<file path="config.mk">
export PLATFORM = sky130hd
export DESIGN_NAME = wb_regfile_stage_flat
export DESIGN_NICKNAME = d
export VERILOG_FILES = /design/src/rtl/cpu_pkg.sv /design/src/rtl/wb_regfile_stage_if.sv /design/src/rtl/regfile_core.sv /design/src/rtl/wb_regfile_stage.sv /design/src/flat_wrapper.sv
export SDC_FILE = /design/constraint.sdc
export NUM_CORES = 2
export LEC_CHECK = 0
export BUFFER_PORTS_ARGS = -buffer_cell sky130_fd_sc_hd__buf_2
export CORE_MARGIN = 3
export CORE_UTILIZATION = 67
export DETAILED_ROUTE_END_ITERATION = 16
export PLACE_DENSITY = 0.85
export RECOVER_POWER = 25
export SYNTH_ARGS = -nofsm -noshare
export SYNTH_HDL_FRONTEND = slang
export SYNTH_SLANG_ARGS = --single-unit
</file>
<file path="constraint.sdc">
create_clock -name clk -period 7.9 [get_ports clk]
set_input_delay 1.58 -clock clk [delete_from_list [all_inputs] [get_ports clk]]
set_output_delay 1.58 -clock clk [all_outputs]
set_load 0.01 [all_outputs]
</file>
<file path="src/rtl/cpu_pkg.sv">
// Shared CPU datapath constants and types used by the
// pipeline registers, forwarding unit and write-back stage.
package cpu_pkg;

    localparam int DATA_W = 32;
    localparam int ADDR_W = 5;
    localparam int NREGS  = 2 ** ADDR_W;

    typedef logic [DATA_W-1:0] word_t;
    typedef logic [ADDR_W-1:0] reg_addr_t;

endpackage

</file>
<file path="src/rtl/wb_regfile_stage_if.sv">
// MEM/WB inputs, decode read ports and write-back outputs of
// the write-back stage, bundled as one interface.
interface wb_regfile_stage_if
    import cpu_pkg::*;
#(
    parameter int DATA_W = cpu_pkg::DATA_W,
    parameter int ADDR_W = cpu_pkg::ADDR_W
);

    logic [DATA_W-1:0] wb_alu_data;
    logic [DATA_W-1:0] wb_mem_data;
    logic [ADDR_W-1:0] wb_rd_address;
    logic              wb_RegWrite;
    logic              wb_MemtoReg;
    logic [ADDR_W-1:0] rs1_address;
    logic [ADDR_W-1:0] rs2_address;
    logic [DATA_W-1:0] rs1_data;
    logic [DATA_W-1:0] rs2_data;
    logic [DATA_W-1:0] wb_data;
    logic              wb_commit;
    logic [31:0]       commit_count;

    modport master (
        output wb_alu_data, wb_mem_data, wb_rd_address,
        output wb_RegWrite, wb_MemtoReg,
        output rs1_address, rs2_address,
        input  rs1_data, rs2_data, wb_data,
        input  wb_commit, commit_count
    );

    modport slave (
        input  wb_alu_data, wb_mem_data, wb_rd_address,
        input  wb_RegWrite, wb_MemtoReg,
        input  rs1_address, rs2_address,
        output rs1_data, rs2_data, wb_data,
        output wb_commit, commit_count
    );

endinterface

</file>
<file path="src/rtl/regfile_core.sv">
// Architectural register file: one write port, two read ports
// with same-cycle write-through bypass; x0 reads as zero.
module regfile_core
    import cpu_pkg::*;
#(
    parameter int DATA_W = cpu_pkg::DATA_W,
    parameter int ADDR_W = cpu_pkg::ADDR_W,
    parameter int NREGS  = cpu_pkg::NREGS
) (
    input  logic              clk,
    input  logic              reset,
    input  logic              wr_en,
    input  logic [ADDR_W-1:0] wr_addr,
    input  logic [DATA_W-1:0] wr_data,
    input  logic [ADDR_W-1:0] rs1_addr,
    input  logic [ADDR_W-1:0] rs2_addr,
    output logic [DATA_W-1:0] rs1_data,
    output logic [DATA_W-1:0] rs2_data
);

    logic [DATA_W-1:0] regs [NREGS];

    always_ff @(posedge clk or negedge reset) begin
        if (!reset) begin
            for (int i = 0; i < NREGS; i++) begin
                regs[i] <= '0;
            end
        end else if (wr_en) begin
            regs[wr_addr] <= wr_data;
        end
    end

    // wr_en never targets x0, so the three arms are disjoint
    always_comb begin
        rs1_data = '0;
        unique case (1'b1)
            (rs1_addr == '0):
                rs1_data = '0;
            (wr_en && rs1_addr == wr_addr):
                rs1_data = wr_data;
            default:
                rs1_data = regs[rs1_addr];
        endcase
    end

    always_comb begin
        rs2_data = '0;
        unique case (1'b1)
            (rs2_addr == '0):
                rs2_data = '0;
            (wr_en && rs2_addr == wr_addr):
                rs2_data = wr_data;
            default:
                rs2_data = regs[rs2_addr];
        endcase
    end

endmodule

</file>
<file path="src/rtl/wb_regfile_stage.sv">
// Write-back stage: result select, commit decode, register file
// and committed-write counter.
module wb_regfile_stage
    import cpu_pkg::*;
#(
    parameter int DATA_W = cpu_pkg::DATA_W,
    parameter int ADDR_W = cpu_pkg::ADDR_W,
    parameter int NREGS  = cpu_pkg::NREGS
) (
    input  logic               clk,
    input  logic               reset,
    wb_regfile_stage_if.slave  bus
);

    logic [DATA_W-1:0] wb_data;
    logic              wr_en;
    logic              commit_q;
    logic [31:0]       count_q;

    assign wb_data = bus.wb_MemtoReg ? bus.wb_mem_data
                                     : bus.wb_alu_data;

    // Gating on reset keeps bypass off while held in reset
    assign wr_en = bus.wb_RegWrite
                && (bus.wb_rd_address != '0)
                && reset;

    regfile_core #(
        .DATA_W (DATA_W),
        .ADDR_W (ADDR_W),
        .NREGS  (NREGS)
    ) u_core (
        .clk      (clk),
        .reset    (reset),
        .wr_en    (wr_en),
        .wr_addr  (bus.wb_rd_address),
        .wr_data  (wb_data),
        .rs1_addr (bus.rs1_address),
        .rs2_addr (bus.rs2_address),
        .rs1_data (bus.rs1_data),
        .rs2_data (bus.rs2_data)
    );

    always_ff @(posedge clk or negedge reset) begin
        if (!reset) begin
            commit_q <= 1'b0;
            count_q  <= '0;
        end else begin
            commit_q <= wr_en;
            if (wr_en) begin
                count_q <= count_q + 32'd1;
            end
        end
    end

    assign bus.wb_data      = wb_data;
    assign bus.wb_commit    = commit_q;
    assign bus.commit_count = count_q;

endmodule

</file>
<file path="src/flat_wrapper.sv">
// flat-port wrapper written by rule: the top's interface ports become plain ports
module wb_regfile_stage_flat import cpu_pkg::*;
#(
    parameter int DATA_W = cpu_pkg::DATA_W,
    parameter int ADDR_W = cpu_pkg::ADDR_W,
    parameter int NREGS  = cpu_pkg::NREGS
)
  (clk, reset, bus_wb_alu_data, bus_wb_mem_data, bus_wb_rd_address, bus_wb_RegWrite, bus_wb_MemtoReg, bus_rs1_address, bus_rs2_address, bus_rs1_data, bus_rs2_data, bus_wb_data, bus_wb_commit, bus_commit_count);
  wb_regfile_stage_if #(.DATA_W(DATA_W), .ADDR_W(ADDR_W)) bus_i ();
  input  logic clk;
  input  logic reset;
  input wire logic [$bits(bus_i.wb_alu_data)-1:0] bus_wb_alu_data;
  input wire logic [$bits(bus_i.wb_mem_data)-1:0] bus_wb_mem_data;
  input wire logic [$bits(bus_i.wb_rd_address)-1:0] bus_wb_rd_address;
  input wire logic [$bits(bus_i.wb_RegWrite)-1:0] bus_wb_RegWrite;
  input wire logic [$bits(bus_i.wb_MemtoReg)-1:0] bus_wb_MemtoReg;
  input wire logic [$bits(bus_i.rs1_address)-1:0] bus_rs1_address;
  input wire logic [$bits(bus_i.rs2_address)-1:0] bus_rs2_address;
  output wire logic [$bits(bus_i.rs1_data)-1:0] bus_rs1_data;
  output wire logic [$bits(bus_i.rs2_data)-1:0] bus_rs2_data;
  output wire logic [$bits(bus_i.wb_data)-1:0] bus_wb_data;
  output wire logic [$bits(bus_i.wb_commit)-1:0] bus_wb_commit;
  output wire logic [$bits(bus_i.commit_count)-1:0] bus_commit_count;
  assign bus_i.wb_alu_data = bus_wb_alu_data;
  assign bus_i.wb_mem_data = bus_wb_mem_data;
  assign bus_i.wb_rd_address = bus_wb_rd_address;
  assign bus_i.wb_RegWrite = bus_wb_RegWrite;
  assign bus_i.wb_MemtoReg = bus_wb_MemtoReg;
  assign bus_i.rs1_address = bus_rs1_address;
  assign bus_i.rs2_address = bus_rs2_address;
  assign bus_rs1_data = bus_i.rs1_data;
  assign bus_rs2_data = bus_i.rs2_data;
  assign bus_wb_data = bus_i.wb_data;
  assign bus_wb_commit = bus_i.wb_commit;
  assign bus_commit_count = bus_i.commit_count;
  wb_regfile_stage #(.DATA_W(DATA_W), .ADDR_W(ADDR_W), .NREGS(NREGS)) u_core (.clk(clk), .reset(reset), .bus(bus_i));
endmodule
</file>
==> Word level (Yosys, flattened, before mapping) <==
Index checks and enable logic that the tools add are counted.
{ "classes": {"addsub": 1, "n_lt_le_gt_ge": 4, "n_eq_ne": 2, "mux": 12, "bitwise_logic": 3, "n_reduce_logical": 8} }
{ "op_table": {"columns": ["cell", "count"], "rows": [
  ["1024-bit bitwise mux", 1],
  ["32-bit binary-select mux with 5-bit select", 2],
  ["32-bit 2-to-1 mux", 6],
  ["32-bit demux with 5-bit select", 1],
  ["32-bit one-hot mux with 2 select lines", 2],
  ["32-bit by 1-bit adder with 32-bit output (second input constant)", 1],
  ["6-bit greater-or-equal comparator (second input constant)", 3],
  ["5-bit inverter with 6-bit output", 3],
  ["5-bit equality test", 2],
  ["5-bit zero test", 2],
  ["6-bit by 1-bit < comparator with 1-bit output (second input constant)", 1],
  ["1-bit logical AND", 5],
  ["5-bit nonzero test", 1]
]} }
{ "word_totals": {"ff_bits": 1057, "out_inout_bits": 129, "elab_cells": 64} }

==> Longest topological paths before layout <==
{ "logic_depth": {"ltp_word": 6, "mapped_depth": 10, "depth_no_buf": 5} }

==> Hierarchy <==
Synthesis repeated with hierarchy kept, for this count alone.
{ "hier_totals": {"cells_unflattened": 3754, "hier_area_um2": 57059.7} }
{ "modules_own_cells": {"columns": ["mod", "n_inst", "cells_per_inst", "area_each_um2"], "rows": [
  ["regfile_core", 1, 3590, 55165.4],
  ["wb_regfile_stage", 1, 164, 1894.3]
]} }

==> Worst setup path after synthesis <==
Ideal clock, no wire load.
{ "synth_path": {"path_kind": "input-to-output", "start": "input bus_rs2_address[1]", "end": "output bus_rs2_data[24]", "t_arrival_ns": 3.239, "required_time_ns": 6.320, "slack_ns": 3.081, "path_stages": 8, "path_cell_list": "buf_2 -> buf_4 -> buf_2 -> mux4_2 -> mux2i_1 -> mux2i_1 -> a22oi_1 -> o21ai_1"} }
{ "synth_via": {"elab_chain_cells": 5, "elab_cells_between_ends": 8, "cone_classes": "eq/ne (1); mux (4); bitwise (1); reduce/logical (2)"} }
{ "synth_lines": {"columns": ["element", "line_no", "text"], "rows": [
  ["start: declaration", "flat_wrapper.sv:18", "input wire logic [$bits(bus_i.rs2_address)-1:0] bus_rs2_address;"],
  ["5-bit inverter with 6-bit output (not written as such)", "regfile_core.sv:54", "rs2_data = regs[rs2_addr];"],
  ["32-bit binary-select mux with 5-bit select", "regfile_core.sv:54", null],
  ["32-bit 2-to-1 mux (not written as such) (2 in a row)", "regfile_core.sv:54", null],
  ["32-bit one-hot mux with 2 select lines (*)", "regfile_core.sv:48", "unique case (1'b1)"],
  ["end: declaration", "flat_wrapper.sv:20", "output wire logic [$bits(bus_i.rs2_data)-1:0] bus_rs2_data;"]
]} }
Mark *: on every way between the ends. The rest lies on a longest branch, timed or not. The select of a mux whose other input is x is not followed.

==> Worst setup path in the final report <==
{ "layout_path": {"start": "input bus_rs2_address[0]", "end": "output bus_rs2_data[25]"} }
The elaborated chain is that of the path after synthesis.

==> metrics.cfg <==
[outcome]
run_status = finished, violations left
violations = capacitance limit, slew limit

[setup_path]
regToRegSetupSlack_ns = 5.98
end_kind = output port
worstPathArrival_ns = 5.41
r2r_start = u_core.bus.commit_count[3]$_DFFE_PN0P_
cp_slowest_stage_delay_ns = 1.08
path_class = input port to output port
cp_common_cell = mux2i_1
worstSetupStartpointType = input port
crit_fanout = 66
crit_slowest_cell = o2111ai_1
cp.required_ns = 6.32
r2r-end = u_core.bus.commit_count[30]$_DFFE_PN0P_
reg2regPathDepth = 5
cp_cell_sequence = buf_8, buf_12, mux4_2, mux2i_1, mux2i_1, o2111ai_1, o21ai_0, buf_2

[synth]
ys_warn_count = 0
synth_top_area_share_pct = 48.1
synth-adder-area-share_pct = 0.0228
synthXorXnorAreaFrac_pct = 0.653
synth_cell_types = 60
ys_seq_area_share_pct = 48.1
synth-seq-cells = 1057
async_reset_ff_share_pct = 100
synth_common_cells = dfrtp_1 (1057), nor2_1 (811), a21oi_1 (770)
synth.avg_cell_area_um2 = 11.0
synth_edf_count = 0
syn-instance-count = 4987
synthMuxAreaShare_pct = 24.5
yosys.area.top_type = dfrtp_1
synth_area_leaders = dfrtp_1 (48%), mux4_2 (19%), a21oi_1 (7.0%)
synth_area_mm2 = 0.0550
synth_nets = 5071
synth-compound-area-share_pct = 12.7
synthMostInstantiatedCell = dfrtp_1
synthFlopType = dfrtp_1
synth_top_family_by_area = multiplexers
synthSimpleGateAreaFrac_pct = 9.63

[timing]
finalMaxSlewViolations = 521
rsz0062_at_grt = no
tns_ns = 0
post-route-period-util_pct = 88.5
skew_ns = 0.00335
tightest_slew_ns = 4.24
fin_crit_ns = 6.99
finalSetupViolations = 0
final_hold_viol_count = 0
setup_slack_ns = 0.908
fmax_ghz = 0.143
max_slew_margin_pct = -183

[global_routing]
overflow = 0
grt_max_degree = 177
first_global_vias = 46900
antenna_found_initial = 15
grt_use_total_pct = 43.9
grt_pass1_wl_um = 281000

[min_path]
min_to = u_core.u_core.regs[999]$_DFFE_PN0P_
hold_class = register to register
hold_path_depth = 0
min-delay-start = u_core.u_core.regs[999]$_DFFE_PN0P_

[clock_network]
cts_setup_buffers = 0
cts_tree = yes
clock_path_buffers = 3
path_clk_slew_ns = 0.06
cts-buffers-inserted = 106
root_buffer = clkbuf_16
cts_sinks = 1057
postCtsHoldBufs = 0
cts_resized = 0
clk-insertion-delay-late_ns = 0.67
htreeDepth = 3

[power_and_ir_drop]
combPwrFrac_pct = 21.9
p_per_area_mw_per_mm2 = 266
p_int_uw = 11100
p_sw_uw = 4880
total_power_uw = 16000
p_leak_uw = 0.0263
clkPwrFrac_pct = 33.1
ir_worst_vdd_mv = 0.183
p_seq_share_pct = 45.0
p_sw_share_pct = 30.5

[die]
die_w_um = 292
core_area_mm2 = 0.0809
ioPinCount = 212
rows = 104
die_y_um = 292
die_area_mm2 = 0.0855
initial_core_util_pct = 67.9

[finish]
fill_cells = 4862
layoutNonFillerInstCount = 6047
drive_above_1_share_pct = 22.8
multiInputGateArea_mm2 = 0.0266
fin_nets = 4988
area_growth_syn_to_layout_pct = 9.71
seqCellArea_mm2 = 0.0265

[routing]
ant_nets = 0
drt_iter0_markers = 7703
via_count = 46100
viasPerCell = 7.63
wl_per_cell_um = 31.1
dr.pass1.iters = 10
wirelength_um = 188000
drcViolationCount = 0

[place]
dp_slack_ns = 1.37
routabilityCongestion = 0.943
place.port_buffers = 211
hpwl_um = 109000
placedCellCount = 5855

[run]
max_cap_viol_count = 12

cell families after synthesis:
family	after synthesis
multiplexers	757
AO/OA/AOI/OAI	1276
adder cells (fa/ha/maj)	1
buffers and inverters	568
AND/OR/NAND/NOR	1287
XOR/XNOR	41
flip-flops	1057
power groups by stage:
stage	clock network, uW	registers (uW)	logic [uW]
final	5310	7200	3510
after global routing	5510	7270	3740
after CTS	5290	7140	3420
after detailed placement	0	7210	3350
after global placement	0	7110	3200
after floorplan	0	6940	2410
cell type report:
cell class	instances	area share [%]
clock inverter	39	0.938
timing repair buffer	341	3.58
multi-input combinational	3362	44.2
antenna	5	0.0207
sequential	1057	43.9
clock buffer	147	5.02
tap	1060	2.20
inverter	36	0.224
critical path: cells and delay by family:
kind / cells / cell delay, ns
buf+inv: 3 / 1.26
compound gates: 2 / 1.35
mux: 3 / 1.07
placed cells by master (no fill, tap or decap), drive strengths merged, types with 20 or more instances in the layout:
cell type and n:
xor2 24, a22oi 77, nor4 20, buf 298
dfrtp 1057, o21ai 301, clkbuf 190, o22ai 50
o221ai 29, a21oi 770, mux2 129, nand2 323
inv 38, mux4 457, mux2i 171, nor3 52
nor2 811
sequential cells by signal, summed over array words and instances (netlist names):
signal and cells:
u_core.u_core.regs 1024, u_core.bus.commit_count 32, u_core.bus.wb_commit 1
metrics by stage:
| stage | util [%] | hold WS [ns] | instance area [um2] |
|---|---|---|---|
| 2_1_floorplan | - | 0.425 | 55000 |
| 3_3_place_gp | 70.2 | 0.361 | 56800 |
| 3_5_place_dp | 70.2 | 0.367 | 56800 |
| 4_1_cts | 74.7 | 0.380 | 60400 |
| 5_1_grt | 74.5 | 0.390 | 60300 |
| 6_report | 74.5 | 0.385 | 60300 |
routing by layer:
layer / up-vias / global-route usage, % / wire (um) / share of wire (%)
met5: - / 0.277 / 226 / 0.12
met4: 28 / 30.1 / 16100 / 8.6
met3: 1356 / 20.6 / 33000 / 18
met2: 4518 / 63.0 / 79800 / 42
met1: 22300 / 53.3 / 58800 / 31
li1: 17900 / - / - / -
how the worst max path moves through the flow:
stage / slack, ns / start / end / cells past startpoint
6_report: 0.91 / bus_rs2_address[0] / bus_rs2_data[25] / 8
5_1_grt: 0.99 / bus_rs2_address[0] / bus_rs2_data[25] / 8
4_1_cts: 1.34 / bus_rs2_address[0] / bus_rs2_data[25] / 8
3_5_place_dp: 1.37 / bus_rs2_address[0] / bus_rs2_data[25] / 8
3_3_place_gp: 1.38 / bus_rs2_address[0] / bus_rs2_data[25] / 8
2_1_floorplan: 3.08 / bus_rs2_address[1] / bus_rs2_data[24] / 8
No activity file was read; power rests on OpenSTA's default activity.
